`src/rtl/regdbg_pkg.sv`:
```
// Shared types for the register-dump serial reader: FSM state encoding and frame geometry.
package regdbg_pkg;

  typedef enum logic [2:0] {
    IDLE,
    LOAD,
    START_BIT,
    DATA,
    STOP_BIT,
    FINISH
  } dump_state_t;

  // One start bit plus one stop bit around the data word.
  localparam int FRAME_OVERHEAD = 2;

  function automatic int frame_bits(input int data_bits);
    return data_bits + FRAME_OVERHEAD;
  endfunction

endpackage

```
`src/rtl/reg_dump_tx_bit_timer.sv`:
```
// Bit-period timer: counts 0..CLKS_PER_BIT-1 and flags the last cycle of each serial bit.
module bit_timer #(
  parameter int CLKS_PER_BIT = 4
) (
  input  logic clk,
  input  logic nReset,
  input  logic clr_i,
  output logic bit_tick_o
);

  localparam int CW = (CLKS_PER_BIT > 2) ? $clog2(CLKS_PER_BIT) : 1;
  localparam logic [CW-1:0] LAST_CNT = CW'(CLKS_PER_BIT - 1);

  logic [CW-1:0] cnt_q, cnt_d;

  always_comb begin
    cnt_d = cnt_q + CW'(1);
    if (clr_i || (cnt_q == LAST_CNT)) cnt_d = '0;
  end

  always_ff @(posedge clk) begin
    if (!nReset) cnt_q <= '0;
    else         cnt_q <= cnt_d;
  end

  assign bit_tick_o = (cnt_q == LAST_CNT);

endmodule

```
`src/rtl/reg_dump_tx.sv`:
```
// Walks a register address range on the spare read port and sends each word as a UART frame.
module reg_dump_tx
  import regdbg_pkg::*;
#(
  parameter int n            = 8,
  parameter int AW           = 3,
  parameter int FIRST_ADDR   = 1,
  parameter int LAST_ADDR    = 7,
  parameter int CLKS_PER_BIT = 4
) (
  input  logic          clk,
  input  logic          nReset,
  input  logic          start,
  input  logic          abort,
  output logic [AW-1:0] Raddr,
  input  logic [n-1:0]  Rdata,
  output logic          tx,
  output logic          busy,
  output logic          done
);

  localparam logic [AW-1:0] FIRST_A  = AW'(FIRST_ADDR);
  localparam logic [AW-1:0] LAST_A   = AW'(LAST_ADDR);
  localparam int            BW       = (n > 2) ? $clog2(n) : 1;
  localparam logic [BW-1:0] LAST_BIT = BW'(n - 1);

  dump_state_t   state_q, state_d;
  logic [AW-1:0] addr_q, addr_d;
  logic [n-1:0]  shift_q, shift_d;
  logic [BW-1:0] bit_q, bit_d;
  logic          tx_q, tx_d;
  logic          tick;
  logic          timer_clr;

  // Restart the bit period on every state change so each phase starts on a full bit.
  assign timer_clr = (state_d != state_q) || (state_q == IDLE);

  bit_timer #(.CLKS_PER_BIT(CLKS_PER_BIT)) u_bit_timer (
    .clk        (clk),
    .nReset     (nReset),
    .clr_i      (timer_clr),
    .bit_tick_o (tick)
  );

  always_comb begin
    state_d = state_q;
    addr_d  = addr_q;
    shift_d = shift_q;
    bit_d   = bit_q;
    case (state_q)
      IDLE: if (start) begin
        state_d = LOAD;
        addr_d  = FIRST_A;
      end
      LOAD: begin
        shift_d = Rdata;
        state_d = START_BIT;
      end
      START_BIT: if (tick) begin
        state_d = DATA;
        bit_d   = '0;
      end
      DATA: if (tick) begin
        shift_d = shift_q >> 1;
        if (bit_q == LAST_BIT) begin
          state_d = STOP_BIT;
          bit_d   = '0;
        end else begin
          bit_d = bit_q + BW'(1);
        end
      end
      STOP_BIT: if (tick) begin
        if (addr_q == LAST_A) begin
          state_d = FINISH;
        end else begin
          addr_d  = addr_q + AW'(1);
          state_d = LOAD;
        end
      end
      FINISH: begin
        state_d = IDLE;
        addr_d  = FIRST_A;
      end
      default: state_d = IDLE;
    endcase
    // Abort overrides everything, including a start arriving in the same cycle.
    if (abort) begin
      state_d = IDLE;
      addr_d  = FIRST_A;
      bit_d   = '0;
    end
    // tx is registered from the next state so the line changes on the phase boundary.
    case (state_d)
      START_BIT: tx_d = 1'b0;
      DATA:      tx_d = shift_d[0];
      default:   tx_d = 1'b1;
    endcase
  end

  always_ff @(posedge clk) begin
    if (!nReset) begin
      state_q <= IDLE;
      addr_q  <= FIRST_A;
      shift_q <= '0;
      bit_q   <= '0;
      tx_q    <= 1'b1;
    end else begin
      state_q <= state_d;
      addr_q  <= addr_d;
      shift_q <= shift_d;
      bit_q   <= bit_d;
      tx_q    <= tx_d;
    end
  end

  assign Raddr = addr_q;
  assign tx    = tx_q;
  assign busy  = (state_q == LOAD) || (state_q == START_BIT) ||
                 (state_q == DATA) || (state_q == STOP_BIT);
  assign done  = (state_q == FINISH);

endmodule
```
`config.mk`:
```
export PLATFORM = sky130hd
export DESIGN_NAME = reg_dump_tx
export DESIGN_NICKNAME = d
export VERILOG_FILES = /design/src/rtl/regdbg_pkg.sv /design/src/rtl/reg_dump_tx_bit_timer.sv /design/src/rtl/reg_dump_tx.sv
export SDC_FILE = /design/constraint.sdc
export NUM_CORES = 1
export LEC_CHECK = 0
export ABC_AREA = 1
export BUFFER_PORTS_ARGS = -buffer_cell sky130_fd_sc_hd__buf_2
export CAP_MARGIN = 20
export CORE_MARGIN = 2
export CORE_UTILIZATION = 47
export CTS_BUF_LIST = sky130_fd_sc_hd__clkbuf_2 sky130_fd_sc_hd__clkbuf_4 sky130_fd_sc_hd__clkbuf_8
export CTS_CLUSTER_DIAMETER = 60
export DETAILED_ROUTE_END_ITERATION = 8
export PLACE_DENSITY = 0.79
export SLEW_MARGIN = 20
export SYNTH_ARGS = -nofsm -noshare
export SYNTH_HDL_FRONTEND = slang
export SYNTH_HIERARCHICAL = 1
export SYNTH_SLANG_ARGS = --single-unit
```
`constraint.sdc`:
```
create_clock -name clk -period 1.5 [get_ports clk]
set_input_delay 0.075 -clock clk [delete_from_list [all_inputs] [get_ports clk]]
set_output_delay 0.075 -clock clk [all_outputs]
set_load 0.02 [all_outputs]
```
======== Word level (Yosys, flattened, before mapping) ========
Index checks and enable logic that the tools add are counted.
word-level totals
  input port bits ......................... 12
  bits in registers ....................... 20
  logic and storage cells ................. 60
  output and inout bits ................... 6
cells by class
  multiplexer cells ....................... 19
  add/sub/neg operators ................... 3
  reductions and logical operators ........ 14
  bitwise operators ....................... 1
  equal/unequal tests ..................... 16
operators with widths
  cell                                                                    number
  3-bit two-way mux                                                       13
  8-bit one-hot mux with 2 select lines                                   1
  3-bit one-hot mux with 5 select lines                                   1
  3-bit by 2-bit equality test with 1-bit output (second input constant)  4
  3-bit equality test (second input constant)                             4
  2-bit != test (second input constant)                                   5
  3-bit one-hot mux with 3 select lines                                   1
  8-bit two-way mux                                                       1
  3-bit by 1-bit adder with 3-bit output (second input constant)          2
  3-bit one-hot mux with 2 select lines                                   1
  1-bit logical OR                                                        5
  4-bit AND reduction                                                     1
  2-bit nonzero test                                                      2
  2-bit OR reduction                                                      2
  3-bit by 1-bit equality test with 1-bit output (second input constant)  1
  3-bit zero test                                                         1
  3-bit != test                                                           1
  3-bit AND reduction                                                     1
  3-bit nonzero test                                                      1
  2-bit by 1-bit adder with 2-bit output (second input constant)          1
  2-bit equality test (second input constant)                             1
  1-bit one-hot mux with 2 select lines                                   1
  2-bit AND reduction                                                     1
  1-bit NOT                                                               1

======== Longest topological paths before layout ========
Gate-level depths: netlist of the first run.
  depth in word-level cells ............... 9
  depth in mapped cells ................... 14
  depth with buffers taken out ............ 14

======== Modules after synthesis ========
The synthesis of the first run kept the hierarchy.
modules (own cells, without submodules)
  module       area each (um^2)  times used  seq. area each (um^2)  cells each
  reg_dump_tx  957.2             1           360.3                  136
  bit_timer    71.3              1           40.0                   8

======== Worst setup path after synthesis of the first run ========
Ideal clock, no wire load.
  kind .................................... register to register
  start ................................... register addr_q[0] (netlist: Raddr[0])
  end ..................................... register u_bit_timer.cnt_q[0]
  library setup time ...................... 64 ps
  path buffers ............................ 0
  period minus slack after synthesis ...... 1562 ps
  data required time ...................... 1436 ps
  cell stages (with the launch flop) ...... 15
  path slack .............................. -62 ps
  arrival ................................. 1498 ps
  cell sequence ........................... dfxtp_1 -> ha_1 -> ha_1 -> inv_1 -> nand2_1 -> nand3_2 -> nand2_1 -> nand2_1 -> nand2_1 -> nand2_1 -> nor2_1 -> nand2_1 -> nor2_1 -> nand2_1 -> nor2_1
on the way
  cells in the longest elaborated chain, start to end .. 9
ends and longest elaborated chain
  element                                line                         source
  from (decl)                            reg_dump_tx.sv:28            logic [AW-1:0] addr_q, addr_d;
  from (signal assigned)                 reg_dump_tx.sv:109           addr_q <= addr_d;
  3-bit equality test                    reg_dump_tx.sv:73            if (addr_q == LAST_A) begin
  3-bit two-way mux                      reg_dump_tx.sv:73
  3-bit two-way mux                      reg_dump_tx.sv:72            STOP_BIT: if (tick) begin
  3-bit one-hot mux with 5 select lines  reg_dump_tx.sv:50            case (state_q)
  3-bit two-way mux                      reg_dump_tx.sv:87            if (abort) begin
  3-bit != test                          reg_dump_tx.sv:36            assign timer_clr = (state_d != state_q) || (state_q == IDLE);
  1-bit logical OR                       reg_dump_tx.sv:36
  net timer_clr                          reg_dump_tx.sv:33            logic timer_clr;
  1-bit logical OR                       reg_dump_tx_bit_timer.sv:18  if (clr_i || (cnt_q == LAST_CNT)) cnt_d = '0;
  2-bit OR reduction (no line)           n/a
  to (signal assigned)                   reg_dump_tx_bit_timer.sv:23  else cnt_q <= cnt_d;
  to (decl)                              reg_dump_tx_bit_timer.sv:14  logic [CW-1:0] cnt_q, cnt_d;
The timed path passes the listed nets, and every way through them passes these cells.
A chain may end at the register's enable or synchronous reset.

======== Final worst setup path of the first run ========
  start ................................... register u_bit_timer.cnt_q[0]
  end ..................................... register u_bit_timer.cnt_q[1]
on the way
  cells in the longest elaborated chain, start to end .. 8
  elaborated cells on any way between the ends .. 11
  those cells by class .................... 1 x add/sub; 2 x eq/ne; 5 x mux; 3 x reduce/logical
ends and longest elaborated chain
  element                                    line                                                     source
  2-bit equality test (*)                    reg_dump_tx_bit_timer.sv:26                              assign bit_tick_o = (cnt_q == LAST_CNT);
  net tick                                   reg_dump_tx.sv:32                                        logic tick;
  3-bit two-way mux (on tied branches)       reg_dump_tx.sv:72, reg_dump_tx.sv:59, reg_dump_tx.sv:63
  3-bit one-hot mux with 5 select lines (*)  reg_dump_tx.sv:50
  3-bit two-way mux (*)                      reg_dump_tx.sv:87
  3-bit != test (*)                          reg_dump_tx.sv:36
  1-bit logical OR (*)                       reg_dump_tx.sv:36
  net timer_clr                              reg_dump_tx.sv:33
  1-bit logical OR (*)                       reg_dump_tx_bit_timer.sv:18
  2-bit OR reduction (no line) (*)           n/a
The timed path passes the listed nets; every way through them passes the cells marked *.

==> impl_summary.txt, run 1 <==
----------------------------------------------------
[Clock network]
  Number of H-tree levels ... 1
  Clock transition at path regs ... 120 ps
  Source-to-sink clock delay at the later pin of the worst-skew pair ... 310 ps
  Number of clock buffers inserted by TritonCTS ... 3
  TritonCTS Sinks ... 20
  Clock tree from TritonCTS ... done
  Clock buffer depth ... 2
  Root Buffer ... clkbuf_4

[Setup path]
  Critical path startpoint ... u_bit_timer/cnt_q[0]
  Biggest fanout along the worst timing path ... 5
  Worst path arrival time ... 1780 ps
  Worst Setup Path Type ... reg -> reg
  Critical Path Start Type ... flip-flop
  Worst path required time ... 1750 ps
  FF-to-FF Start ... u_bit_timer/cnt_q[0]
  Reg-to-reg slack, setup ... -30 ps
  Setup crit end kind ... flip-flop

[GRT]
  GRT Max-Usage Layer ... met2
  Met2 track demand over resource in global routing ... 36.4%
  Wire length of the first global-routing pass ... 4100 µm
  All-layer global routing usage ... 20.8%
  Global routing usage on met3 ... 5.06%
  Number of antenna violations at the first check in global routing ... 0
  Via count of the first global-routing pass ... 1016
  Total grt overflow ... 0
  Global Route met1 Usage ... 24.1%
  Largest net degree at the start of global routing ... 13

[Synthesis]
  Ys async rst share ... 0%
  Post-synth top cells ... 45 x nand2_1, 20 x dfxtp_1, 14 x a21oi_1
  Top-area cell type share of the netlist area ... 38.9%
  EDFF count, synth ... 0
  Mean cell area of the mapped netlist ... 7.14 µm²
  Number of standard cells after synthesis ... 144
  Most frequently used cell type in the post-synthesis netlist ... nand2_1
  Synth area leaders ... dfxtp_1 39%, nand2_1 16%, a21oi_1 6.8%
  Netlist cell types ... 23
  Summed instance area of the synthesized netlist ... 0.00103 mm²
  Post-synthesis cell type with the largest combined area ... dfxtp_1
  Syn. warnings ... 6
  Seq cells post-synth ... 20
  Main synth FF type ... dfxtp_1
  Mapped Nets ... 161
  Proportion of synthesized chip area in sequential cells ... 38.9%

[Floorplan]
  Boundary pin count ... 18
  Area inside the core boundary ... 0.00202 mm²
  Die area ... 0.00258 mm²
  DIE HEIGHT ... 50.8 µm
  Number of core rows ... 16
  DIE WIDTH ... 50.8 µm
  Starting density of the core ... 50.9%

[Drt]
  Drt drc ... 0
  Length of the first detailed-routing pass in iterations ... 4
  Number of routed nets with antenna violations ... 0
  Total routed wirelength ... 2420 µm
  Wire per inst ... 11.8 µm
  DRC marker count from the first detailed-route iteration ... 15
  Via total after detailed routing ... 1061
  Detail-routed via count per cell ... 5.18

[Timing]
  Count of final max-slew check failures ... 0
  Clock skew ... 11.6 ps
  Aggregate negative setup slack ... -53.9 ps
  Worst setup slack after layout ... -27.4 ps
  Final cycle utilization of the critical path ... 102%
  Hold violation total from the final report ... 0
  Time the worst path needs with I/O delays and setup ... 1530 ps
  Slew at the pin closest to its max-slew limit ... 408 ps
  Max-Slew Margin vs Limit ... 72.8%
  Peak clock frequency supported by timing ... 0.655 GHz
  Final setup vio count ... 2
  Unrepaired setup endpoints after global routing ... yes

[Finish]
  Layout cells sized above 1 ... 34.8%
  Final non-filler cell area ... 0.00141 mm²
  Sequential Area ... 409 µm²
  Count of fill cells added during filler insertion ... 171
  Area taken by multi-input logic gates ... 646 µm²
  Final antenna diode count ... 0
  Layout Nets ... 196
  Area grow syn2layout ... 37.5%

[Outcome]
  Outcome ... complete, but fails checks
  Violations in the final reports ... negative setup slack

[Placement]
  Detail Placement HPWL ... 1760 µm
  Weighted congestion at the end of routability-driven global placement ... 0.847
  Input/output buffers ... 17
  Placed standard-cell area ... 0.00120 mm²

[Worst hold path]
  Source of the worst hold timing path ... Rdata[4]
  Classification of the worst-slack hold path ... in -> reg

[Power]
  Peak supply drop ... 0.604 mV
  Static leakage ... 0.000618 µW
  Power density over cell area ... 777 mW/mm²

[Job]
  Maximum capacitance violations ... 0

----------------------------------------------------
==> cells in the final DEF, fill, tap and decap left out, drive strengths merged <==
cell type and instances:
a211o 1, a21oi 14, a22oi 6, buf 31
bufinv 1, clkbuf 3, dfxtp 20, dlygate4sd3 2
ha 5, inv 15, nand2 46, nand3 8
nand3b 1, nand4 3, nor2 16, nor3 2
o21ai 4
==> power by group <==
part / switching (µW) / internal [µW]
clock network: 176 / 270
logic: 58.8 / 42.9
registers: 8.69 / 543
total: 243 / 856
==> layout make-up <==
cell class,instances,share of cell area (%)
well taps,27,2.39
clock buffers,3,1.59
clock inverters,1,2.12
multi-input cells,106,45.7
inverters,15,4.16
flip-flops and latches,20,28.9
repair buffers,33,15.1
==> registers in the layout (all words and copies together) (netlist names) <==
| register | cells |
|---|---|
| shift_q | 8 |
| state_q | 3 |
| Raddr | 3 |
| tx | 1 |
| u_bit_timer/cnt_q | 2 |
| bit_q | 3 |
==> stage by stage <==
step | setup slack, ps | std cells | power, µW | hold slack [ps] | util (%)
after floorplan | 35.1 | 144 | 621 | 173 | -
after global placement | -28.0 | 194 | 653 | 290 | 59.4
after detailed placement | -90.3 | 194 | 657 | 295 | 59.4
after CTS | -57.1 | 204 | 1100 | 47.7 | 67.1
after global routing | -165 | 205 | 1140 | 63.4 | 69.9
final | -27.4 | 205 | 1100 | 49.4 | 69.9
==> worst max-delay path, cell delays in order, from the launching register on <==
cell and delay [ps]:
dfxtp_1 400, ha_4 210, buf_4 120, nand4_1 110
nand2_1 80, inv_1 40, nand2_1 70, nand3_1 80
nand2_1 80, nand2_1 50, nor2_1 90, nand2_1 70
nor2_1 80
==> final timing paths <==
check	cells after the start	to
worst max register to register	12	u_bit_timer/cnt_q[1]
worst max-delay path	12	u_bit_timer/cnt_q[1]
worst min-delay path	3	shift_q[4]
worst min register to register	2	shift_q[6]
==> logic make-up after synthesis <==
logic type,Yosys count,synth area share (%)
flops,20,38.9
buf+inv,18,7.30
simple gates,76,33.7
fa+ha+maj,5,6.08
compound gates,25,14.0
==> layer usage <==
metal  vias up  share of wire (%)
met3         4                5.0
met1       485                 41
li1        543                  -
met5         -                  0
met4         0               0.91
met2        29                 53
==> repair_timing <==
action	4_1_cts	5_1_grt
endpoints found under the setup margin	2	4
resized for setup	13	12
pin swaps	4	11
setup buffers	4	1
endpoints found under the hold margin	2	0
hold buffers	2	0
No activity file was read; power rests on OpenSTA's default activity.
==> run 2, diff against run 1 <==
==> constraint.sdc (replaced) <==
create_clock -name clk -period 1.5 [get_ports clk]
set_input_delay 0.375 -clock clk [delete_from_list [all_inputs] [get_ports clk]]
set_output_delay 0.375 -clock clk [all_outputs]
set_load 0.02 [all_outputs]
==> run 2 against run 1 <==
The flow still finishes with violations (negative setup slack). Flip-flop and latch count stayed put. Via count is 4.4% higher. Sequential power hardly changed. Combinational power hardly changed. First-iteration DRC count grew to 3.1 times the previous value. Critical path type unchanged. Largest cell class unchanged. Highest routed layer unchanged.
==> impl_summary.txt, run 2 (synthesized netlist as in run 1, its figures left out) <==
----------------------------------------------------
[Worst hold path]
  Hold worst-path end ... shift_q[0]
  Hold Crit Depth ... 3 (unchanged)
  Classification of the worst-slack hold path ... in -> reg
  Source of the worst hold timing path ... nReset

[Drt]
  Wire per inst ... 12.7 µm (+7.0%)
  DRC marker count from the first detailed-route iteration ... 47 (+32)
  Detail-routed via count per cell ... 5.30 (+2.4%)
  Length of the first detailed-routing pass in iterations ... 4 (unchanged)
  Total routed wirelength ... 2650 µm (+9.1%)
  Via total after detailed routing ... 1108 (+4.4%)
  Number of routed nets with antenna violations ... 0 (unchanged)
  Drt drc ... 0 (unchanged)

[Timing]
  Slew at the pin closest to its max-slew limit ... 274 ps (-134 ps)
  Count of final max-slew check failures ... 0 (unchanged)
  Final setup vio count ... 3 (+1)
  Time the worst path needs with I/O delays and setup ... 1620 ps (+97.4 ps)
  Worst setup slack after layout ... -125 ps (-97.4 ps)
  Peak clock frequency supported by timing ... 0.615 GHz (-6.0%)
  Final cycle utilization of the critical path ... 108% (+6.5 points)
  Tightest hold margin ... 275 ps (+225 ps)
  Max-Slew Margin vs Limit ... 81.7% (+8.9 points)
  Hold violation total from the final report ... 0 (unchanged)
  Aggregate negative setup slack ... -302 ps (-248 ps)
  Clock skew ... 0.852 ps (-10.8 ps)
  Unrepaired setup endpoints after global routing ... yes

[Floorplan]
  Starting density of the core ... 50.9% (unchanged)
  DIE WIDTH ... 50.8 µm (unchanged)
  Boundary pin count ... 18 (unchanged)
  Die area ... 0.00258 mm² (unchanged)
  Area inside the core boundary ... 0.00202 mm² (unchanged)
  Number of core rows ... 16 (unchanged)
  DIE HEIGHT ... 50.8 µm (unchanged)

[Clock network]
  Root Buffer ... clkbuf_4
  TritonCTS Sinks ... 20 (unchanged)
  Hold bufs inserted after CTS ... 0 (-2)
  Number of clock buffers inserted by TritonCTS ... 3 (unchanged)
  Number of H-tree levels ... 1 (unchanged)
  Clock tree from TritonCTS ... done
  Source-to-sink clock delay at the later pin of the worst-skew pair ... 310 ps (about the same)
  Clock transition at path regs ... 120 ps (about the same)
  Clock buffer depth ... 2 (unchanged)

[Setup path]
  Worst Setup Path Type ... reg -> reg
  Most common cell type on the critical path ... nand2_1
  Biggest fanout along the worst timing path ... 2 (-3)
  FF-to-FF Start ... bit_q[1]
  Buffers & Inverters on Critical Path ... 0 (-2)
  Worst path arrival time ... 1880 ps (+100 ps)
  R2r worst-path depth ... 12 (unchanged)
  Setup crit end kind ... flip-flop
  Critical Path Start Type ... flip-flop
  Worst path required time ... 1750 ps (about the same)
  Reg-to-reg slack, setup ... -120 ps (-100 ps)
  Critical path's top delay family ... simple AND/OR/NAND/NOR gates
  Max incr delay on CP ... 360 ps (-40 ps)
  RR Endpoint ... u_bit_timer/cnt_q[0]
  Cell type of the slowest stage on the worst timing path ... dfxtp_2
  Worst-path cell chain ... ha_4 -> ha_4 -> nand2_4 -> nor2_4 -> nand3b_1 -> nand2_1 -> nand2_1 -> nor2_1 -> nand2_1 -> nor2_1 -> nand2_1 -> nor2_1

[Finish]
  Most flops, register ... shift_q
  Layout Cells excl Fill ... 209 (+2.0%)
  Max FFs per register ... 8 (unchanged)
  Final antenna diode count ... 0 (unchanged)
  Most frequent standard cell in the layout excluding fill and tap cells ... nand2_1
  Most frequent cells in the layout ... 40 x nand2_1, 20 x buf_4, 16 x buf_2
  Count of fill cells added during filler insertion ... 161 (-5.8%)
  Area grow syn2layout ... 42.8%
  Layout cells sized above 1 ... 38.5% (+3.6 points)
  Final non-filler cell area ... 0.00147 mm² (+3.9%)
  Area taken by multi-input logic gates ... 657 µm² (+1.7%)
  Sequential Area ... 418 µm² (+2.1%)
  Layout Nets ... 200 (+2.0%)

[Placement]
  Weighted congestion at the end of routability-driven global placement ... 0.857 (+1.2%)
  Placed instance count ... 196 (+1.0%)
  Input/output buffers ... 17 (unchanged)
  Detail Placement HPWL ... 1710 µm (-2.7%)
  Placed standard-cell area ... 0.00122 mm² (+1.3%)

[Power]
  Internal ... 851 µW (-0.56%)
  Static leakage ... 0.000646 µW (+4.5%)
  Part of the total power dissipated in combinational logic ... 9.6% (+0.3 points)
  Overall power consumption ... 1100 µW (about the same)
  Relative contribution of sequential cells to total power ... 49.8% (-0.4 points)
  Clock network power share ... 40.6% (about the same)
  Peak supply drop ... 0.708 mV (+17%)
  Sw power ... 249 µW (+2.2%)
  Power density over cell area ... 749 mW/mm² (-3.7%)
  Switching part of the total power ... 22.6% (+0.48 points)

[GRT]
  Via count of the first global-routing pass ... 930 (-8.5%)
  All-layer global routing usage ... 20.1% (-0.73 points)
  Wire length of the first global-routing pass ... 3930 µm (-4.0%)
  Total grt overflow ... 0 (unchanged)
  Number of antenna violations at the first check in global routing ... 0 (unchanged)
  Largest net degree at the start of global routing ... 13 (unchanged)

[Job]
  Maximum capacitance violations ... 0 (unchanged)

[Outcome]
  Outcome ... complete, but fails checks
  Violations in the final reports ... negative setup slack

----------------------------------------------------
==> run 2: cell count changes in the layout (fill, tap and decap cells not counted), sizes merged <==
cell / delta
buf: +6
dlygate4sd3: -2
==> run 2: worst max-delay path by stage <==
stage | startpoint | endpoint | slack [ps] | cells after the start
2_1_floorplan | Raddr[0] | u_bit_timer/cnt_q[0] | 40 | 14
3_3_place_gp | bit_q[0] | u_bit_timer/cnt_q[1] | -40 | 12
3_5_place_dp | bit_q[0] | u_bit_timer/cnt_q[0] | -80 | 14
4_1_cts | state_q[1] | done | -60 | 3
5_1_grt | bit_q[1] | u_bit_timer/cnt_q[0] | -300 | 12
6_report | bit_q[1] | u_bit_timer/cnt_q[0] | -120 | 12
==> run 2: stage by stage <==
| step | utilization (%) | setup slack (ps) |
|---|---|---|
| after floorplan | - | 35.1 |
| final | 72.6 | -125 |
| after CTS | 66.9 | -60.7 |
| after global placement | 60.1 | -37.2 |
| after global routing | 72.6 | -297 |
| after detailed placement | 60.1 | -77.2 |
==> run 2: layer usage <==
| metal | global-route usage [%] | share of wire, % |
|---|---|---|
| met5 | 0 | 0 |
| met4 | 7.21 | 2.1 |
| met3 | 3.87 | 5.4 |
| met2 | 34.0 | 51 |
| met1 | 25.3 | 41 |
==> run 2: power groups by stage <==
stage	logic (µW)	clock network, µW	registers, µW
after floorplan	58.0	0	563
after global placement	93.5	0	561
after detailed placement	96.9	0	562
after CTS	99.8	451	550
after global routing	117	471	549
final	105	446	548
==> run 2: worst register-to-register path, cell delays in order (launching register included) <==
cell      delay, ps
dfxtp_2         360
ha_4            160
ha_4            170
nand2_4          70
nor2_4           40
nand3b_1        190
nand2_1         120
nand2_1          60
nor2_1           80
nand2_1          50
nor2_1          100
nand2_1          70
nor2_1           90
==> run 2: what timing repair did <==
| item | 4_1_cts | 5_1_grt |
|---|---|---|
| pin swaps | 3 | 13 |
| gates resized for setup | 16 | 20 |
| setup buffers | 4 | 5 |
| endpoints found under the hold margin | 0 | 0 |
| setup endpoints to repair | 4 | 6 |
==> run 2: layout make-up <==
type | count | share of cell area (%)
Multi-Input combinational cell | 106 | 44.7
Sequential cell | 20 | 28.4
Timing Repair Buffer | 37 | 16.4
Inverter | 15 | 4.51
Tap cell | 27 | 2.30
Clock inverter | 1 | 2.04
Clock buffer | 3 | 1.53
